`config.mk`:
```
export PLATFORM = sky130hd
export DESIGN_NAME = tx_fc_update_coalescer
export DESIGN_NICKNAME = d
export VERILOG_FILES = /design/src/rtl/tx_fc_update_coalescer_pkg.sv /design/src/rtl/tx_fc_update_coalescer_rr_picker.sv /design/src/rtl/tx_fc_update_coalescer.sv
export SDC_FILE = /design/constraint.sdc
export NUM_CORES = 1
export LEC_CHECK = 0
export ABC_CLOCK_PERIOD_IN_PS = 3400
export CAP_MARGIN = 20
export CORE_MARGIN = 2
export CORE_UTILIZATION = 45
export DETAILED_ROUTE_END_ITERATION = 7
export GPL_TIMING_DRIVEN = 1
export PLACE_DENSITY = 0.77
export SYNTH_ARGS = -nofsm -noshare
export SYNTH_HDL_FRONTEND = slang
export SYNTH_SLANG_ARGS = --single-unit
```
`constraint.sdc`:
```
create_clock -name clk -period 3.4 [get_ports clk]
set_input_delay 0.34 -clock clk [delete_from_list [all_inputs] [get_ports clk]]
set_output_delay 0.34 -clock clk [all_outputs]
set_load 0.01 [all_outputs]
```
`src/rtl/tx_fc_update_coalescer_pkg.sv`:
```
`default_nettype none
// ============================================================================
// Package : Tx_Arbiter_Package
// Brief   : Shared flow-control type encoding and helpers for the Tx arbiter
//           and the UpdateFC coalescer.
// Rev     : 1.0 - initial release
// ============================================================================
package Tx_Arbiter_Package;

  // Flow-control type encoding; FC_X marks "no type / nothing presented".
  typedef enum logic [1:0] {
    FC_P   = 2'd0,
    FC_NP  = 2'd1,
    FC_CPL = 2'd2,
    FC_X   = 2'd3
  } fc_type_e;

  localparam int NUM_FC_TYPES = 3;

  // Converts a one-hot grant (bit0 P, bit1 NP, bit2 CPL) to its type code.
  function automatic fc_type_e onehot_to_type(input logic [NUM_FC_TYPES-1:0] oh);
    fc_type_e t;
    case (oh)
      3'b001:  t = FC_P;
      3'b010:  t = FC_NP;
      3'b100:  t = FC_CPL;
      default: t = FC_X;
    endcase
    return t;
  endfunction

endpackage : Tx_Arbiter_Package
`default_nettype wire

```
`src/rtl/tx_fc_update_coalescer_rr_picker.sv`:
```
`default_nettype none
// ============================================================================
// Module : tx_fc_rr_picker
// Brief  : 3-way round-robin selector. Search starts at the type following
//          the last granted one; grant is one-hot, valid when any request set.
// Rev    : 1.0 - initial release
// ============================================================================
module tx_fc_rr_picker
  import Tx_Arbiter_Package::*;
(
  input  logic [NUM_FC_TYPES-1:0] i_req,
  input  fc_type_e                i_last_grant,
  output logic [NUM_FC_TYPES-1:0] o_grant,
  output logic                    o_valid
);

  // Rotating priority: the most recently served type has lowest priority.
  always_comb begin
    o_grant = '0;
    case (i_last_grant)
      FC_P: begin
        if      (i_req[1]) o_grant = 3'b010;
        else if (i_req[2]) o_grant = 3'b100;
        else if (i_req[0]) o_grant = 3'b001;
      end
      FC_NP: begin
        if      (i_req[2]) o_grant = 3'b100;
        else if (i_req[0]) o_grant = 3'b001;
        else if (i_req[1]) o_grant = 3'b010;
      end
      // CPL (and the never-expected FC_X) start the search at P.
      default: begin
        if      (i_req[0]) o_grant = 3'b001;
        else if (i_req[1]) o_grant = 3'b010;
        else if (i_req[2]) o_grant = 3'b100;
      end
    endcase
  end

  assign o_valid = |i_req;

endmodule : tx_fc_rr_picker
`default_nettype wire

```
`src/rtl/tx_fc_update_coalescer.sv`:
```
`default_nettype none
// ============================================================================
// Module : tx_fc_update_coalescer
// Brief  : Coalesces UpdateFC/InitFC DLLPs into one slot per FC type
//          (newest absolute limit wins) and presents them one at a time to
//          Tx_FC via a held output register with round-robin type selection.
// Config : TX_FC_UPDATE_WATCHDOG_EN - per-type update timeout counters.
// Rev    : 1.0 - initial release
// ============================================================================
module tx_fc_update_coalescer
  import Tx_Arbiter_Package::*;
#(
  parameter int FC_HDR_WIDTH  = 12,
  parameter int FC_DATA_WIDTH = 16,
  parameter int WDT_CYCLES    = 1024
)
(
  input  logic                     clk,
  input  logic                     arst,
  input  logic                     dll_fc_valid,
  input  logic [1:0]               dll_fc_type,
  input  logic [FC_HDR_WIDTH-1:0]  dll_fc_hdr,
  input  logic [FC_DATA_WIDTH-1:0] dll_fc_data,
  input  logic                     fc_ready,
  output logic [1:0]               TypeFC,
  output logic [FC_HDR_WIDTH-1:0]  HdrFC,
  output logic [FC_DATA_WIDTH-1:0] DataFC,
  output logic [2:0]               fc_pending,
  output logic                     fc_init_done,
  output logic [2:0]               fc_timeout
);

  logic [NUM_FC_TYPES-1:0]  w_wr_onehot;
  logic [NUM_FC_TYPES-1:0]  w_slot_vld;
  logic [FC_HDR_WIDTH-1:0]  w_slot_hdr  [NUM_FC_TYPES];
  logic [FC_DATA_WIDTH-1:0] w_slot_data [NUM_FC_TYPES];
  logic [NUM_FC_TYPES-1:0]  w_grant;
  logic                     w_pick_vld;
  logic                     w_load;
  logic                     w_take;
  fc_type_e                 w_sel_type;
  logic [FC_HDR_WIDTH-1:0]  w_sel_hdr;
  logic [FC_DATA_WIDTH-1:0] w_sel_data;

  fc_type_e                 r_type;
  logic [FC_HDR_WIDTH-1:0]  r_hdr;
  logic [FC_DATA_WIDTH-1:0] r_data;
  fc_type_e                 r_last;
  logic [NUM_FC_TYPES-1:0]  r_seen;

  // FC_X strobes decode to no slot at all.
  assign w_wr_onehot = (dll_fc_valid && (dll_fc_type != FC_X))
                       ? (3'b001 << dll_fc_type) : 3'b000;

  // Output register is free when empty or when Tx_FC takes the current value.
  assign w_load = (r_type == FC_X) || fc_ready;
  assign w_take = w_load && w_pick_vld;

  // One slot per type; a write always wins over the clear from a load so a
  // same-cycle update stays pending with its new value.
  for (genvar i = 0; i < NUM_FC_TYPES; i++) begin : g_slot
    logic                     r_vld;
    logic [FC_HDR_WIDTH-1:0]  r_shdr;
    logic [FC_DATA_WIDTH-1:0] r_sdata;

    // Slot capture and consume.
    always_ff @(posedge clk or posedge arst) begin
      if (arst) begin
        r_vld   <= 1'b0;
        r_shdr  <= '0;
        r_sdata <= '0;
      end else if (w_wr_onehot[i]) begin
        r_vld   <= 1'b1;
        r_shdr  <= dll_fc_hdr;
        r_sdata <= dll_fc_data;
      end else if (w_take && w_grant[i]) begin
        r_vld   <= 1'b0;
      end
    end

    assign w_slot_vld[i]  = r_vld;
    assign w_slot_hdr[i]  = r_shdr;
    assign w_slot_data[i] = r_sdata;
  end

  tx_fc_rr_picker u_picker (
    .i_req        (w_slot_vld),
    .i_last_grant (r_last),
    .o_grant      (w_grant),
    .o_valid      (w_pick_vld)
  );

  assign w_sel_type = onehot_to_type(w_grant);

  // One-hot mux of the granted slot's limits.
  always_comb begin
    w_sel_hdr  = '0;
    w_sel_data = '0;
    for (int i = 0; i < NUM_FC_TYPES; i++) begin
      if (w_grant[i]) begin
        w_sel_hdr  = w_sel_hdr  | w_slot_hdr[i];
        w_sel_data = w_sel_data | w_slot_data[i];
      end
    end
  end

  // Presented update: loads the next slot or empties; the round-robin
  // pointer only moves when a slot is actually selected.
  always_ff @(posedge clk or posedge arst) begin
    if (arst) begin
      r_type <= FC_X;
      r_hdr  <= '0;
      r_data <= '0;
      r_last <= FC_CPL;
    end else if (w_load) begin
      if (w_pick_vld) begin
        r_type <= w_sel_type;
        r_hdr  <= w_sel_hdr;
        r_data <= w_sel_data;
        r_last <= w_sel_type;
      end else begin
        r_type <= FC_X;
        r_hdr  <= '0;
        r_data <= '0;
      end
    end
  end

  // Sticky record of which types have been written since reset.
  always_ff @(posedge clk or posedge arst) begin
    if (arst) begin
      r_seen <= '0;
    end else begin
      r_seen <= r_seen | w_wr_onehot;
    end
  end

  assign TypeFC       = r_type;
  assign HdrFC        = r_hdr;
  assign DataFC       = r_data;
  assign fc_pending   = w_slot_vld;
  assign fc_init_done = &r_seen;

`ifdef TX_FC_UPDATE_WATCHDOG_EN
  localparam int c_wdt_w = $clog2(WDT_CYCLES + 1);
  localparam logic [c_wdt_w-1:0] c_wdt_max = c_wdt_w'(WDT_CYCLES);

  for (genvar i = 0; i < NUM_FC_TYPES; i++) begin : g_wdt
    logic [c_wdt_w-1:0] r_cnt;

    // Cycles since the last write of this type, saturating at the threshold.
    always_ff @(posedge clk or posedge arst) begin
      if (arst) begin
        r_cnt <= '0;
      end else if (w_wr_onehot[i]) begin
        r_cnt <= '0;
      end else if (r_cnt != c_wdt_max) begin
        r_cnt <= r_cnt + c_wdt_w'(1);
      end
    end

    assign fc_timeout[i] = (r_cnt == c_wdt_max) && fc_init_done;
  end
`else
  assign fc_timeout = 3'b000;
`endif

endmodule : tx_fc_update_coalescer
`default_nettype wire

```
==> run summary, run 1 <==
The sum of overflow across all layers after global routing is 0. The number of violations of the max-capacitance limit came out at 0. The worst-skew pair later-pin latency is 0.52 ns.

The mapped cell area is 5000 um^2. The largest fanout of any net on the critical path is 18. The part of the cycle the worst path needs came out at 63.6%.

The register area share after synthesis is 61.2%. In this run the critical register-to-register path is captured at DataFC[11]$_DFFE_PP0N_. The number of setup violations in the final report came out at 0. The final core area utilization came out at 57.6%. The flow ran to the end, and the final reports show no timing, DRC or antenna violations. For this design the static power due to leakage is 2.63 nW. The die boundary width came out at 109 um. The tree is rooted in a sky130_fd_sc_hd__clkbuf_8. The synthesized design spends more area on one cell type than any other, namely sky130_fd_sc_hd__dfrtp_1. The worst hold path class is in2async.

Across every metal layer, demand over resource in global routing totals 20.1%. Routability-driven placement finished with a final weighted congestion of 0.714. The final critical path time including I/O delays and setup is 2.16 ns.

The maximum operating frequency is 0.462 GHz. Fill cells in the final layout number 856. In this run the tightest slew margin relative to its limit is 38.1%. Setup slack on the worst reg-to-reg path comes out at 1.24 ns. The maximum number of buffers from clock root to sink is 2. At the pin with the least slew margin, the transition time is 0.925 ns. Setup repair after global routing left no endpoint under its margin. The fraction of final layout cells sized beyond drive strength 1 came out at 22.9%. The critical path in this run is classified as reg2reg. The total design power is 5.34 mW.

The flip-flop and latch area came out at 3060 um^2. For this run, the detailed router's first-pass iteration total came to 6. The cell-internal power is 3.62 mW. The post-route setup TNS is 0 ns. The placeable core region came out at 10800 um^2.

The area overhead of the layout relative to synthesis came out at 24.9%. The worst clock skew on the final layout is 0.00810 ns. The worst setup path is captured at a flop. The count of buffers inserted at the top-level ports is 67.

The final count of hold timing violations is 0. The reported net switching power came out at 1.72 mW. The final number of max-transition violations is 0.

After the last flow step, the layout net total stands at 457. The first-pass GRT wire length is 17800 um. In the routed design, unresolved DRC markers number 0. The number of standard-cell rows in the floorplan is 38. The die outline area is 12000 um^2. The H-tree depth is 4. The sum of routed wire length over all layers is 10900 um. The mean post-synth cell area is 14.1 um^2. The HPWL after detailed placement came out at 6500 um. For this design, the CTS-stage hold fixing added 0 buffers.

By area the synthesized netlist is led by sky130_fd_sc_hd__dfrtp_1 60%, sky130_fd_sc_hd__mux2_2 12%, sky130_fd_sc_hd__mux2_1 7.0%, sky130_fd_sc_hd__a222oi_1 5.6%, sky130_fd_sc_hd__o21ai_1 2.9%. The total via count after detailed routing is 3244. The power per cell area is 856 nW/um^2. Net switching is 32.3% of the power. The number of routed nets with antenna violations came out at 0. For the worst setup path, the data required time is 3.84 ns. The number of CTS-inserted buffers came out at 17. The count of instances resized after the clock tree is built is 0. In this run the biggest area consumer among cell types represents 59.6% of the synthesized area. The clock sink total is 122.

The via count of the first global-routing pass is 3474. Of the total power, combinational logic draws 32.8%. The worst IR drop on VDD came out at 0.495 mV. The initial antenna violation count is 0. The kind of start point of the critical path is a flop. The first routing iteration left 244 violations. The endpoint arrival time on the critical path came out at 2.60 ns. In the final routed layout, each cell accounts on average for 19.0 um. The Yosys step of the flow raised 0 warnings. Counting every instance in the synthesized netlist gives 355. The pin count of the biggest net entering global routing came out at 50. The number of synthesized register bits is 122. The area of the multi-input gates came out at 1750 um^2. The effective utilization at floorplan is 46.1%. The number of placed I/O pins came out at 71. Counting cells, the worst reg-to-reg path comes to 5. The y dimension of the die is 109 um.

The distinct cell type count of the synthesized netlist is 33. 0 antenna diodes ended up in the layout. The power share of the sequential group is 39.3%.

After clock tree synthesis, the setup repair step added 0 buffers. The via density per instance is 5.67. The part of the power in the clock network came out at 27.9%. The startpoint identified for the worst register-to-register timing path is g_slot[2].r_vld$_DFFE_PP0P_. The clock tree from TritonCTS is done. The clock transition at the registers of the reported paths came out at 0.05 ns.
## sequential cells by signal (all words and copies together), names as in the netlist
signal          count
r_seen              3
r_last              2
HdrFC              12
g_slot.r_sdata     48
g_slot.r_vld        3
TypeFC              2
g_slot.r_shdr      36
DataFC             16
## through the flow
step / instances / instance area [um^2] / hold WS (ns) / worst slack, ns
after global routing: 572 / 6240 / 0.0876 / 1.08
after CTS: 572 / 6240 / 0.0803 / 1.24
after global placement: 544 / 5750 / 0.442 / 1.24
final: 572 / 6240 / 0.0956 / 1.24
after detailed placement: 544 / 5750 / 0.450 / 1.17
after floorplan: 357 / 5010 / 0.425 / 1.57
## worst max path at each step
stage | startpoint | endpoint | slack, ns | cells after the start
3_5_place_dp | fc_ready | DataFC[10]$_DFFE_PP0N_ | 1.17 | 5
4_1_cts | g_slot[2].r_vld$_DFFE_PP0P_ | DataFC[11]$_DFFE_PP0N_ | 1.24 | 5
6_report | g_slot[2].r_vld$_DFFE_PP0P_ | DataFC[11]$_DFFE_PP0N_ | 1.24 | 5
5_1_grt | g_slot[2].r_vld$_DFFE_PP0P_ | DataFC[15]$_DFFE_PP0N_ | 1.08 | 5
2_1_floorplan | arst | DataFC[0]$_DFFE_PP0N_ | 1.57 | 1
3_3_place_gp | fc_ready | TypeFC[0]$_DFFE_PP1N_ | 1.24 | 5
## Yosys cell counts
cell,instances
sky130_fd_sc_hd__or2_2,1
sky130_fd_sc_hd__o21ai_4,1
sky130_fd_sc_hd__nor3_1,1
sky130_fd_sc_hd__buf_4,8
sky130_fd_sc_hd__buf_6,5
sky130_fd_sc_hd__inv_1,1
sky130_fd_sc_hd__mux2_1,31
sky130_fd_sc_hd__o32ai_4,1
sky130_fd_sc_hd__nand2b_1,6
sky130_fd_sc_hd__a21oi_1,1
sky130_fd_sc_hd__conb_1,1
sky130_fd_sc_hd__inv_2,1
sky130_fd_sc_hd__dlygate4sd1_1,2
sky130_fd_sc_hd__a222oi_1,28
sky130_fd_sc_hd__o21bai_1,1
sky130_fd_sc_hd__nor2b_4,2
sky130_fd_sc_hd__nor3b_1,1
sky130_fd_sc_hd__a21o_1,2
sky130_fd_sc_hd__a22o_1,1
sky130_fd_sc_hd__dfstp_2,3
sky130_fd_sc_hd__a21bo_1,1
sky130_fd_sc_hd__mux2_2,53
sky130_fd_sc_hd__nand3b_1,2
sky130_fd_sc_hd__or2_1,1
sky130_fd_sc_hd__nor2_1,2
sky130_fd_sc_hd__o22a_1,2
sky130_fd_sc_hd__clkbuf_1,1
sky130_fd_sc_hd__and2b_1,1
sky130_fd_sc_hd__and3_1,1
sky130_fd_sc_hd__buf_2,14
sky130_fd_sc_hd__o21ai_1,29
sky130_fd_sc_hd__nand2_1,31
sky130_fd_sc_hd__dfrtp_1,119
## power groups by stage
stage	combinational (mW)	clock, mW	sequential, mW
3_5_place_dp	1.75	0	2.12
5_1_grt	1.92	1.59	2.14
3_3_place_gp	1.70	0	2.10
2_1_floorplan	1.14	0	2.11
4_1_cts	1.77	1.52	2.10
6_report	1.75	1.49	2.10
## kinds of logic (layout without fill, tap and decap cells)
logic type / after synthesis / after routing / synth area share, %
AOI/OAI and AO/OA: 67 / 67 / 10.7
buffers and inverters: 32 / 107 / 4.31
DFF: 122 / 122 / 61.2
muxes: 84 / 84 / 18.9
other: 1 / 3 / 0.0750
and+or+nand+nor: 49 / 49 / 4.86
## worst max-delay path, stage by stage (launching register included)
cell	delay (ns)
sky130_fd_sc_hd__dfrtp_1	0.46
sky130_fd_sc_hd__nor2b_4	0.22
sky130_fd_sc_hd__a22o_1	0.75
sky130_fd_sc_hd__buf_4	0.36
sky130_fd_sc_hd__a222oi_1	0.11
sky130_fd_sc_hd__o21ai_1	0.19
## placed cells by master (no fill, tap or decap), drive strengths merged, types with 2 or more instances in the layout
master           n
clkbuf          24
dfrtp          119
conb             3
nand2           31
nand2b           6
a21o             2
nor2b            2
a222oi          28
nand3b           2
o21ai           30
mux2            84
or2              2
clkdlybuf4s50   67
dfstp            3
nor2             2
clkinv           4
buf             10
o22a             2
## cell type report
cell class              instances  area share [%]
clock buffers                  24            7.54
clock inverters                 4           0.321
inverters                       2           0.180
multi-input cells             203            28.0
flip-flops and latches        122            49.0
well taps                     140            2.81
repair buffers                 77            12.1
## routing by layer
metal / vias to the layer above / global-route usage [%] / part of all wire (%)
met5: - / 0 / 0
met4: 0 / 6.51 / 1.0
li1: 1443 / - / -
met3: 11 / 6.22 / 5.4
met2: 92 / 31.6 / 50
met1: 1698 / 26.8 / 44
(Power assumes the default switching activity.)
==> inputs of run 2 (changes only) <==
Settings changed: ABC_CLOCK_PERIOD_IN_PS 3400 to 1850.
Clock period 3.4 ns to 1.85 ns, I/O delays scaled along.
==> run summary, run 2 (synthesis results as in run 1) <==
The flow ran to the end, and the final reports show no timing, DRC or antenna violations. The detailed-routing iteration count for the pre-antenna-repair pass is 5 (-1). The number of cells after detailed placement was 546 (+0.37%).

STA classifies the critical path endpoint as a flop. The number of nets in the layout came to 461 (+0.88%). TritonCTS built the clock tree. The worst-case setup slack after placement is -0.0149 ns (-1.18 ns). The count of buffers inserted at the top-level ports is 67 (unchanged).

The largest fanout of any net on the critical path is 18 (unchanged). The library cells used most frequently in the layout, excluding fill and tap cells, are 118 x sky130_fd_sc_hd__dfrtp_1, 67 x sky130_fd_sc_hd__clkdlybuf4s50_1, 53 x sky130_fd_sc_hd__mux2_2, 31 x sky130_fd_sc_hd__nand2_1, 31 x sky130_fd_sc_hd__mux2_1. The final number of max-transition violations is 0 (unchanged). The final count of hold timing violations was 0 (unchanged). The placer congestion estimate came to 0.704 (-1.5%).

The fraction of final layout cells sized beyond drive strength 1 came out at 24.9% (+2.0 points). The part of the cycle the worst path needs came to 98.0% (+34 points). The combined global-route utilization of all metal layers was 20.5% (+0.35 points). The sum of overflow across all layers after global routing was 0 (unchanged). The slew at the pin closest to its max-slew limit came out at 0.560 ns (-0.365 ns). The via count of the first global-routing pass is 3499 (+0.72%). The final cell count without fillers is 578 (+1.0%).

From synthesis to final layout, the design area changed by 29.3%. The number of setup violations in the final report is 0 (unchanged). The count of inserted antenna diode cells came out at 0 (unchanged).

The final worst hold slack is 0.132 ns (+0.0362 ns). The number of standard-cell rows in the floorplan is 38 (unchanged). The power per cell area came to 1650 nW/um^2 (+93%). Setup repair after global routing left no endpoint under its margin. The effective utilization at floorplan came to 46.1% (unchanged). The total via count after detailed routing came out at 3290 (+1.4%). The initial antenna violation count is 0 (unchanged).

The maximum operating frequency was 0.551 GHz (+19%). The y dimension of the die came to 109 um (unchanged). The finished layout cell area came out at 6460 um^2 (+3.5%).

The setup slack of the worst register-to-register path came to 0.04 ns (-1.20 ns). The pin count of the biggest net entering global routing came to 68 (+36%). The number of placed I/O pins came out at 71 (unchanged). The via density per instance came out at 5.69 (+0.37%). The number of violations of the max-capacitance limit came to 0 (unchanged). The die boundary width came out at 109 um (unchanged). The most common cell after layout, fill and taps aside is sky130_fd_sc_hd__dfrtp_1. The worst setup path is of the reg2reg kind. The average wire length per cell after detail routing came out at 19.5 um (+2.8%). The sum of routed wire length over all layers was 11300 um (+3.9%). The worst-skew pair later-pin latency is 0.51 ns (about the same). The worst clock skew on the final layout is 0.00662 ns (-0.00148 ns).

The clock sink total was 122 (unchanged). The required time at the endpoint of the critical path is 2.23 ns (-1.61 ns). The worst IR drop on VDD came out at 0.765 mV (+55%). The violation count after the first detailed-route iteration was 308 (+26%). The total design power is 10.7 mW (+100%). The area of placed instances came to 5830 um^2 (+1.3%). The number of CTS-inserted buffers is 17 (unchanged).

The number of fill cells came to 861 (+0.58%). STA classifies the critical path startpoint as a flop. The endpoint arrival time on the critical path is 2.19 ns (-0.41 ns).

In this run the worst hold path is classified as in2async. The remaining max-slew budget at the tightest pin is 62.5% (+24 points). The clock transition at the registers of the reported paths came out at 0.06 ns (about the same). The final core area utilization came out at 59.6% (+2.0 points).

The number of routed nets with antenna violations was 0 (unchanged). The first-pass GRT wire length is 18200 um (+1.8%). The reported leakage power was 2.73 nW (+3.8%). The flip-flop count of the largest register, all copies and words added is 48 (unchanged).

The placeable core region is 10800 um^2 (unchanged). The maximum number of buffers from clock root to sink came out at 2 (unchanged). The HPWL after detailed placement is 6580 um (+1.2%). The setup slack of the critical path after layout came to 0.0368 ns (-1.20 ns). The total DRC errors in the routed layout is 0 (unchanged).

The post-route setup TNS came out at 0 ns (unchanged). The final critical path time including I/O delays and setup is 1.81 ns (-0.349 ns). The register with the most flip-flops in the final layout is g_slot.r_sdata. The die outline area is 12000 um^2 (unchanged). The H-tree depth was 4 (unchanged). The root buffer cell chosen for the clock tree is sky130_fd_sc_hd__clkbuf_8.
## run 2: cell types whose count changed in the layout (fill, tap and decap cells not counted), sizes merged
| cell | delta |
|---|---|
| buf | +3 |
| bufinv | +4 |
| clkbuf | -3 |
| clkinv | +1 |
| o21ai | +1 |
## run 2: final timing paths
kind | from | to | depth (start not counted)
setup / recovery | r_last[1]$_DFFE_PP1P_ | DataFC[15]$_DFFE_PP0N_ | 5
hold / removal | arst | g_slot[1].r_sdata[8]$_DFFE_PP0P_ | 3
setup reg to reg | r_last[1]$_DFFE_PP1P_ | DataFC[15]$_DFFE_PP0N_ | 5
hold reg to reg | r_seen[2]$_DFF_PP0_ | r_seen[2]$_DFF_PP0_ | 1
max in group asynchronous | arst | r_last[1]$_DFFE_PP1P_ | 3
min in group clk | dll_fc_data[5] | g_slot[1].r_sdata[5]$_DFFE_PP0P_ | 2
## run 2: layout make-up
class / instances / area [um^2] / share of cell area [%]
Multi-Input combinational cell: 204 / 1770 / 27.3
Inverter: 2 / 11.3 / 0.174
Clock inverter: 9 / 145 / 2.25
Timing Repair Buffer: 80 / 847 / 13.1
Sequential cell: 122 / 3060 / 47.3
Clock buffer: 21 / 459 / 7.11
Tap cell: 140 / 175 / 2.71
## run 2: critical path: stages (launching register included)
cell	delay, ns
sky130_fd_sc_hd__dfstp_2	0.60
sky130_fd_sc_hd__buf_4	0.14
sky130_fd_sc_hd__o32ai_4	0.12
sky130_fd_sc_hd__buf_12	0.18
sky130_fd_sc_hd__a222oi_1	0.53
sky130_fd_sc_hd__o21ai_1	0.11
## run 2: routing by layer
layer	wire [um]	GRT usage, %	vias up
met3	799	7.17	18
met5	0	0	-
li1	-	-	1447
met1	4560	24.8	1721
met4	170	7.32	0
met2	5750	33.9	104
## run 2: what timing repair did
item | CTS | global route
endpoints found under the setup margin | 4 | 15
resized for setup | 0 | 3
cloned | 1 | 0
pin swaps | 1 | 1
buffers inserted | 0 | 1
hold buffers | 0 | 0
## run 2: power by group
group | internal [mW] | total, mW | switching, mW
Sequential | 3.39 | 3.87 | 0.477
Clock | 2.26 | 3.35 | 1.08
Combinational | 1.71 | 3.48 | 1.77
Total | 7.37 | 10.7 | 3.32
